$ cat config.mk
export PLATFORM = sky130hd
export DESIGN_NAME = vita49_seq
export DESIGN_NICKNAME = d
export VERILOG_FILES = /design/src/rtl/vita49_seq.sv
export SDC_FILE = /design/constraint.sdc
export NUM_CORES = 1
export LEC_CHECK = 0
export ABC_AREA = 1
export BUFFER_PORTS_ARGS = -buffer_cell sky130_fd_sc_hd__buf_2
export CAP_MARGIN = 25
export CORE_UTILIZATION = 56
export CTS_CLUSTER_DIAMETER = 200
export DETAILED_ROUTE_END_ITERATION = 8
export GPL_TIMING_DRIVEN = 0
export PLACE_DENSITY = 0.86
export SLEW_MARGIN = 20
export SYNTH_ARGS = -nofsm -noshare
export SYNTH_HDL_FRONTEND = slang
export SYNTH_SLANG_ARGS = --single-unit
$ cat constraint.sdc
create_clock -name AXIS_ACLK -period 6.74 [get_ports AXIS_ACLK]
set_input_delay 1.011 -clock AXIS_ACLK [delete_from_list [all_inputs] [get_ports AXIS_ACLK]]
set_output_delay 1.011 -clock AXIS_ACLK [all_outputs]
set_load 0.01 [all_outputs]
$ cat src/rtl/vita49_seq.sv
// Sequencer driving vita49_pack/vita49_unpack ctrl+config words through reset, settle, run and flush phases.
// Latency: every output is registered and changes one cycle after the edge that samples the causing input.
// Backpressure: none applied; the unpack output handshake is only observed, and stalls there feed the timeout counter.
module vita49_seq #(
    parameter int RST_CYCLES    = 4,
    parameter int SETTLE_CYCLES = 2,
    parameter int TO_W          = 24
) (
    input  logic            AXIS_ACLK,
    input  logic            AXIS_ARESET,
    input  logic            go,
    input  logic            abort,
    input  logic            cfg_mode,
    input  logic [31:0]     cfg_stream_id,
    input  logic [15:0]     cfg_pkt_size,
    input  logic [31:0]     cfg_words,
    input  logic [TO_W-1:0] cfg_timeout,
    input  logic            mon_tvalid,
    input  logic            mon_tready,
    output logic [31:0]     pack_ctrl,
    output logic [31:0]     unpack_ctrl,
    output logic [31:0]     pack_streamID,
    output logic [31:0]     unpack_streamID,
    output logic [15:0]     pack_pkt_size,
    output logic [31:0]     pack_words_to_pack,
    output logic [31:0]     unpack_words_to_unpack,
    output logic            busy,
    output logic            done,
    output logic            timeout,
    output logic [31:0]     beat_count
);

    typedef enum logic [2:0] {
        S_IDLE,
        S_RST,
        S_SETTLE,
        S_RUN,
        S_DONE,
        S_FLUSH
    } state_t;

    localparam logic [31:0] CTRL_IDLE = 32'h0;
    localparam logic [31:0] CTRL_RUN  = 32'h1;
    localparam logic [31:0] CTRL_RST  = 32'h2;
    localparam logic [31:0] CTRL_PASS = 32'h4;

    // Phase counters hold the index of the current cycle within RST/SETTLE/FLUSH.
    localparam logic [15:0] RST_LAST    = 16'(RST_CYCLES - 1);
    localparam logic [15:0] SETTLE_LAST = 16'(SETTLE_CYCLES - 1);

    state_t          state;
    logic [31:0]     ctrl_q;
    logic [31:0]     stream_id_q;
    logic [31:0]     words_q;
    logic [TO_W-1:0] to_lim_q;
    logic            mode_q;
    logic [15:0]     phase_cnt;
    logic [TO_W-1:0] to_cnt;

    logic            hs;
    logic [31:0]     beat_inc;
    logic [TO_W-1:0] to_inc;

    // Both blocks always receive the same command and stream configuration.
    assign pack_ctrl              = ctrl_q;
    assign unpack_ctrl            = ctrl_q;
    assign pack_streamID          = stream_id_q;
    assign unpack_streamID        = stream_id_q;
    assign pack_words_to_pack     = words_q;
    assign unpack_words_to_unpack = words_q;

    // Handshake detect, saturating beat increment and idle-gap increment.
    always_comb begin
        hs       = mon_tvalid & mon_tready;
        beat_inc = (beat_count == 32'hFFFF_FFFF) ? beat_count : beat_count + 32'd1;
        to_inc   = to_cnt + TO_W'(1);
    end

    // Sequencer FSM; outputs are written together with the state they belong to.
    always_ff @(posedge AXIS_ACLK) begin
        if (AXIS_ARESET) begin
            state         <= S_IDLE;
            ctrl_q        <= CTRL_IDLE;
            stream_id_q   <= 32'h0;
            pack_pkt_size <= 16'h0;
            words_q       <= 32'h0;
            to_lim_q      <= '0;
            mode_q        <= 1'b0;
            phase_cnt     <= 16'h0;
            to_cnt        <= '0;
            busy          <= 1'b0;
            done          <= 1'b0;
            timeout       <= 1'b0;
            beat_count    <= 32'h0;
        end else begin
            case (state)
                S_IDLE, S_DONE: begin
                    // abort alongside go drops the go.
                    if (go && !abort) begin
                        stream_id_q   <= cfg_stream_id;
                        pack_pkt_size <= cfg_pkt_size;
                        words_q       <= cfg_words;
                        to_lim_q      <= cfg_timeout;
                        mode_q        <= cfg_mode;
                        beat_count    <= 32'h0;
                        done          <= 1'b0;
                        timeout       <= 1'b0;
                        phase_cnt     <= 16'h0;
                        to_cnt        <= '0;
                        ctrl_q        <= CTRL_RST;
                        busy          <= 1'b1;
                        state         <= S_RST;
                    end
                end
                S_RST: begin
                    if (abort) begin
                        phase_cnt <= 16'h0;
                        ctrl_q    <= CTRL_RST;
                        state     <= S_FLUSH;
                    end else if (phase_cnt == RST_LAST) begin
                        phase_cnt <= 16'h0;
                        ctrl_q    <= CTRL_IDLE;
                        state     <= S_SETTLE;
                    end else begin
                        phase_cnt <= phase_cnt + 16'd1;
                    end
                end
                S_SETTLE: begin
                    if (abort) begin
                        phase_cnt <= 16'h0;
                        ctrl_q    <= CTRL_RST;
                        state     <= S_FLUSH;
                    end else if (phase_cnt == SETTLE_LAST) begin
                        phase_cnt <= 16'h0;
                        to_cnt    <= '0;
                        ctrl_q    <= mode_q ? CTRL_PASS : CTRL_RUN;
                        state     <= S_RUN;
                    end else begin
                        phase_cnt <= phase_cnt + 16'd1;
                    end
                end
                S_RUN: begin
                    if (abort) begin
                        phase_cnt <= 16'h0;
                        ctrl_q    <= CTRL_RST;
                        state     <= S_FLUSH;
                    end else if (words_q == 32'h0) begin
                        // Nothing to move: finish after a single RUN cycle.
                        ctrl_q <= CTRL_IDLE;
                        busy   <= 1'b0;
                        done   <= 1'b1;
                        state  <= S_DONE;
                    end else if (hs) begin
                        // A beat in the same cycle as the timeout limit keeps the run alive.
                        beat_count <= beat_inc;
                        to_cnt     <= '0;
                        if (beat_inc == words_q) begin
                            ctrl_q <= CTRL_IDLE;
                            busy   <= 1'b0;
                            done   <= 1'b1;
                            state  <= S_DONE;
                        end
                    end else if ((to_lim_q != '0) && (to_inc == to_lim_q)) begin
                        timeout   <= 1'b1;
                        phase_cnt <= 16'h0;
                        ctrl_q    <= CTRL_RST;
                        state     <= S_FLUSH;
                    end else begin
                        to_cnt <= to_inc;
                    end
                end
                S_FLUSH: begin
                    if (phase_cnt == RST_LAST) begin
                        phase_cnt <= 16'h0;
                        ctrl_q    <= CTRL_IDLE;
                        busy      <= 1'b0;
                        state     <= S_IDLE;
                    end else begin
                        phase_cnt <= phase_cnt + 16'd1;
                    end
                end
                default: begin
                    ctrl_q <= CTRL_IDLE;
                    busy   <= 1'b0;
                    state  <= S_IDLE;
                end
            endcase
        end
    end

endmodule
==> reports/summary.txt, run 1 <==
Ys async rst share: 0
Pwr Density: 314.3 nW/um2
CTS root buffer: clkbuf_16
Sequential area share after synthesis: 0.3717
CTS Hold Bufs: 0
CTS Buf Count: 24
Skew final: 18.57 ps
Clock sink count: 215
Vias in the first global route: 12,030
RR Startpoint: pack_words_to_pack[29]
Hold_sp: pack_ctrl[12]
Leak Pwr: 7.165 nW
Cells after Synth: 1,795
Critical path's slowest cell: nor4_1
Clock latency on the worst-skew pair: 540 ps
RSZ-0062 raised after global routing: false
Setup TNS: 0 ps
WHS Path Cells: 2
CTS tree: yes
WL final: 41.24 mm
Avg WL per Cell: 16.75 um
Die width: 145.8 um
Critical path data required time: 7180 ps
Most used cell, CP: nor2_1
Mapped Avg Cell Area: 6.452 um2
Max Freq: 0.3006 GHz
Worst Path Buf+Inv: 1
Core area: 20,230 um2
Placer Congestion: 1.026
# rows: 52
Cell Area, Synth: 11,580 um2
CTS H-tree depth: 1
Drt via density: 5.348
Final #Nets: 2,289
Critical path origin: pack_words_to_pack[29]
Layout cells sized above 1: 0.2352
Worst slew margin: 0.4043
Worst Slack Setup Final: 3413 ps
Status: complete, no violations
YS warnings: 0
Count of final max-slew check failures: 0
Die ar.: 21,260 um2
Setup crit start kind: flop
Worst vdd ir: 0.2374 mV
Yosys top cell area share: 0.3717
Area Growth Syn to Fin: 24.64%
Postcts setup bufs: 0
Clock transition at path regs: 60 ps
Post-Place Setup Slack: 3520 ps
Final Cycle Share: 0.4936
Largest cells by area after synthesis: dfxtp_1, nand2_1, nor2_1, buf_4, o21ai_0
Max cap viols: 0
Tightest Hold Check Type: reg2reg
Final Setup Violations: 0
FF-to-FF path depth: 8
Initial Util: 0.5723
CP Capture Type: flop
Post-synth top area cell: dfxtp_1
1st-pass router iterations: 6
Post-synth EDFFs: 0
Total gr overflow: 0
DRC viols: 0
Antenna viol nets, final: 0
Worst-Margin Slew: 886.1 ps
CTS max path bufs: 3
Largest net degree at the start of global routing: 14
# IOs: 354
Period minus WS final: 3327 ps
Syn nets: 1,910
Tot GR Track Use: 0.3803
Initial antenna violation count: 2
Crit-path cells: nor4_1 -> nand4_1 -> nor2_1 -> nor4_2 -> nor2_1 -> clkbuf_1 -> nand2_1 -> a21oi_1
Delay-heaviest family, CP: simple AND/OR/NAND/NOR gates
Min Hold Slack: 477.8 ps
FF+latch count, synth: 215
Synth unique cells: 38
Worst R2R End: beat_count[25]
Die height: 145.8 um
CP Class: reg2reg
Flop-to-flop setup slack: 3410 ps
PortBufs: 353
Vias: 13,170
CP Max Fanout: 10
Most common flop cell mapped by yosys: dfxtp_1
CP arrival: 3770 ps
First-pass GRT wire length: 63.91 mm
Resized cells post-CTS: 0
Post-DP HPWL: 32.11 mm
Worst min-delay path endpoint: pack_ctrl[12]
Critical Path Max Stage Delay: 770 ps
DRT iter0 DRCs: 1,159
Endpoints failing hold: 0
layer usage:
layer  vias to the layer above  wire, um  global-route usage
met5                         -         0                   0
met4                         0      1406              0.1389
met3                       105      4522             0.07806
met2                       722     18900              0.6266
met1                      5966     16410              0.4911
li1                       6373         -                   -
placed cells by master (no fill, tap or decap), types with 11 or more instances in the layout:
cell	Yosys	routed
o21ai_0	142	142
buf_2	7	360
nor2_1	324	324
nand2_1	424	424
dfxtp_1	215	215
inv_1	169	169
buf_4	97	97
nand3_1	123	123
xnor2_1	11	11
clkbuf_16	0	24
nand4_1	26	26
nand3b_1	18	18
xor2_1	12	12
a21oi_1	106	106
clkbuf_1	53	61
flip-flops by register name (all words and copies together), names as in the netlist:
register	cells
busy	1
timeout	1
pack_streamID	32
phase_cnt	16
pack_pkt_size	16
pack_ctrl	32
state	3
to_cnt	24
done	1
pack_words_to_pack	32
to_lim_q	24
beat_count	32
mode_q	1
cell type report:
type / count / area (um2)
antenna: 2 / 5.005
buffer: 164 / 1020
clock buffer: 36 / 685.7
clock inverter: 6 / 58.81
fill: 1764 / 5799
inverter: 173 / 649.4
multi-input combinational: 1243 / 5608
sequential: 215 / 4304
tap: 270 / 337.8
timing repair buffer: 353 / 1767
cells by family (layout without fill, tap and decap cells):
kind of cell,count (synthesis),count (layout),synth area share
simple gates,951,951,0.3443
buf+inv,337,732,0.1441
fa+ha+maj,4,4,0.004322
compound gates,265,265,0.1182
flops,215,215,0.3717
xor+xnor,23,23,0.01739
other cells,0,2,0
tightest hold or removal path, stage by stage, from the launching register on:
cell,delay [ps]
dfxtp_1,320
nand3_1,80
inv_1,40
worst max-delay path by stage:
stage | slack [ps] | end | cells past startpoint
5_1_grt | 3010 | to_cnt[19] | 16
2_1_floorplan | 4190 | pack_ctrl[11] | 22
3_5_place_dp | 3520 | to_cnt[7] | 15
6_report | 3410 | beat_count[25] | 8
4_1_cts | 3490 | to_cnt[15] | 15
3_3_place_gp | 3580 | pack_words_to_pack[19] | 7
metrics by stage:
stage | instances | power, mW | utilization | instance area, um2
6_report | 2462 | 4.537 | 0.7134 | 14440
5_1_grt | 2462 | 4.784 | 0.7134 | 14440
3_3_place_gp | 2418 | 3.242 | 0.6764 | 13690
3_5_place_dp | 2418 | 3.273 | 0.6764 | 13690
4_1_cts | 2460 | 4.515 | 0.7131 | 14430
2_1_floorplan | 1795 | 2.699 | - | 11580
power by group:
| group | switching [mW] | internal, mW |
|---|---|---|
| registers | 0.226 | 1.47 |
| logic | 0.996 | 0.598 |
| clock network | 0.541 | 0.706 |
| total | 1.76 | 2.77 |
synthesized netlist by cell type, types with 2 or more instances:
| master | count |
|---|---|
| nand2_1 | 424 |
| nor2_1 | 324 |
| dfxtp_1 | 215 |
| inv_1 | 169 |
| o21ai_0 | 142 |
| nand3_1 | 123 |
| a21oi_1 | 106 |
| buf_4 | 97 |
| clkbuf_1 | 53 |
| nand4_1 | 26 |
| nand3b_1 | 18 |
| xor2_1 | 12 |
| xnor2_1 | 11 |
| nor4_1 | 10 |
| nor3_1 | 9 |
| a211oi_1 | 7 |
| buf_2 | 7 |
| nand2_2 | 5 |
| buf_6 | 4 |
| ha_1 | 4 |
| o21bai_1 | 4 |
| or2_2 | 3 |
| a31oi_1 | 2 |
| buf_1 | 2 |
| clkinv_1 | 2 |
| inv_2 | 2 |
| nand2_4 | 2 |
| nor2_4 | 2 |
(Power assumes the default switching activity.)
==> run 2: changes to the inputs <==
--- a/config.mk
+++ b/config.mk
@@ -8,11 +8,11 @@
 export ABC_AREA = 1
 export BUFFER_PORTS_ARGS = -buffer_cell sky130_fd_sc_hd__buf_2
 export CAP_MARGIN = 25
-export CORE_UTILIZATION = 56
+export CORE_UTILIZATION = 47
 export CTS_CLUSTER_DIAMETER = 200
 export DETAILED_ROUTE_END_ITERATION = 8
 export GPL_TIMING_DRIVEN = 0
-export PLACE_DENSITY = 0.86
+export PLACE_DENSITY = 0.77
 export SLEW_MARGIN = 20
 export SYNTH_ARGS = -nofsm -noshare
 export SYNTH_HDL_FRONTEND = slang
==> constraint.sdc (replaced) <==
create_clock -name AXIS_ACLK -period 3 [get_ports AXIS_ACLK]
set_input_delay 0.45 -clock AXIS_ACLK [delete_from_list [all_inputs] [get_ports AXIS_ACLK]]
set_output_delay 0.45 -clock AXIS_ACLK [all_outputs]
set_load 0.01 [all_outputs]
==> run 2 against run 1 <==
Against the previous run:
- die area up 19%
- combinational power up 130%
- hold slack worse by 320 ps
- highest routed layer unchanged
==> reports/summary.txt, run 2 (synthesis results as in run 1) <==
Setup TNS: 0 ps
Post-DP HPWL: 32.31 mm
CTS H-tree depth: 1
CP Capture Type: flop
CTS root buffer: clkbuf_16
First-pass GRT wire length: 64.31 mm
1st-pass router iterations: 8
Final #Nets: 2,299
CTS max path bufs: 3
Final Setup Violations: 0
Layout cells sized above 1: 0.2760
Antenna viol nets, final: 0
Leak Pwr: 7.309 nW
DRT iter0 DRCs: 1,250
Initial Util: 0.4776
DRC viols: 0
CTS Buf Count: 25
Critical path's slowest cell: nor4_1
Clock sink count: 215
Die ar.: 25,270 um2
CP arrival: 3370 ps
Delay-heaviest family, CP: simple AND/OR/NAND/NOR gates
Period minus WS final: 2915 ps
Tot GR Track Use: 0.3209
Crit-path cells: nor4_1 -> nand4_1 -> nor2_1 -> nor4_4 -> nor2_2 -> clkbuf_2 -> nand2_1 -> a21oi_1
PortBufs: 353
Commonest non-fill, non-tap cells in the layout: nand2_1, buf_2, nor2_1
Drt via density: 5.167
WL final: 41.61 mm
Initial antenna violation count: 1
Die height: 159.0 um
# rows: 57
Setup crit start kind: flop
Clock latency on the worst-skew pair: 540 ps
Final Cycle Share: 0.9716
Tightest Hold Check Type: in2reg
Largest net degree at the start of global routing: 15
Clock transition at path regs: 60 ps
Pwr Density: 713.7 nW/um2
Worst slew margin: 0.4263
Count of final max-slew check failures: 0
Area Growth Syn to Fin: 28.95%
Skew final: 10.14 ps
Critical path data required time: 3460 ps
Worst Path Buf+Inv: 1
Max cap viols: 0
Total gr overflow: 0
Endpoints failing hold: 0
Placer Congestion: 0.9926
Commonest non-fill, non-tap cell in the layout: nand2_1
Status: complete, no violations
Core area: 24,250 um2
Layout Utilization: 0.6159
Vias in the first global route: 11,870
Non-Filler Instances: 2,528
Worst vdd ir: 0.5181 mV
Vias: 13,060
Max Freq: 0.3431 GHz
# IOs: 354
Critical Path Max Stage Delay: 610 ps
Avg WL per Cell: 16.46 um
Worst-Margin Slew: 860.5 ps
Die width: 159.0 um
CTS tree: yes
CP Max Fanout: 10
Dpl cells: 2,472
CP Class: reg2reg
-- run 2: cell count changes in the layout (fill, tap and decap cells not counted), moves of 4 or more --
cell | previous run | this run
buf_4 | 97 | 106
dfxtp_2 | 0 | 26
nand2_2 | 5 | 16
dfxtp_1 | 215 | 185
clkinv_2 | 4 | 8
dfxtp_4 | 0 | 4
nor2_2 | 1 | 11
nor2_1 | 324 | 302
nand2_1 | 424 | 413
nor2_4 | 2 | 14
clkbuf_1 | 61 | 51
-- run 2: worst reg2reg max path: stages, from the launching register on --
cell	delay, ps
dfxtp_1	410
nor4_1	620
nand4_1	200
nor2_1	400
nor4_4	150
nor2_2	410
clkbuf_2	400
nand2_1	100
a21oi_1	150
-- run 2: layout make-up --
| type | count | area, um2 |
|---|---|---|
| Fill cell | 2366 | 9314 |
| Multi-Input combinational cell | 1243 | 5789 |
| Sequential cell | 215 | 4352 |
| Timing Repair Buffer | 362 | 1834 |
| Buffer | 164 | 1044 |
| Clock buffer | 31 | 678.2 |
| Inverter | 173 | 650.6 |
| Tap cell | 324 | 405.4 |
| Clock inverter | 15 | 178.9 |
| Antenna cell | 1 | 2.502 |
-- run 2: where the power goes --
part	internal [mW]	leakage (nW)	switching, mW
clock network	1.88	0.426	1.29
logic	1.40	5.11	2.28
registers	3.30	1.77	0.510
total	6.58	7.31	4.08
-- run 2: what timing repair did --
| item | CTS | global route |
|---|---|---|
| buffers inserted | 3 | 6 |
| endpoints found under the setup margin | 105 | 100 |
| cloned | 0 | 0 |
| resized for setup | 36 | 69 |
| pin swaps | 1 | 4 |
| hold buffers | 0 | 0 |
-- run 2: metrics by stage --
step,hold slack [ps],worst slack (ps),cell area [um2],power [mW]
after global routing,162.3,-48.63,14930,11.26
final,159.2,85.30,14930,10.66
after detailed placement,459.9,-311.2,13750,7.360
after CTS,143.8,2.576,14720,10.56
after floorplan,444.7,453.8,11580,6.064
after global placement,453.1,-277.6,13750,7.305
-- run 2: final timing paths --
| path | startpoint | endpoint | slack (ps) | cells past startpoint |
|---|---|---|---|---|
| max | pack_words_to_pack[30] | beat_count[27] | 90 | 8 |
| min | cfg_stream_id[20] | pack_streamID[20] | 160 | 3 |
| max reg2reg | pack_words_to_pack[30] | beat_count[27] | 90 | 8 |
| min reg2reg | pack_ctrl[20] | pack_ctrl[20] | 470 | 2 |
-- run 2: layer usage --
layer,vias to the layer above,part of all wire,track usage
met5,-,0,0
met1,5918,0.43,0.4336
met3,86,0.087,0.04506
met4,0,0.029,0.1005
li1,6417,-,-
met2,640,0.46,0.5297
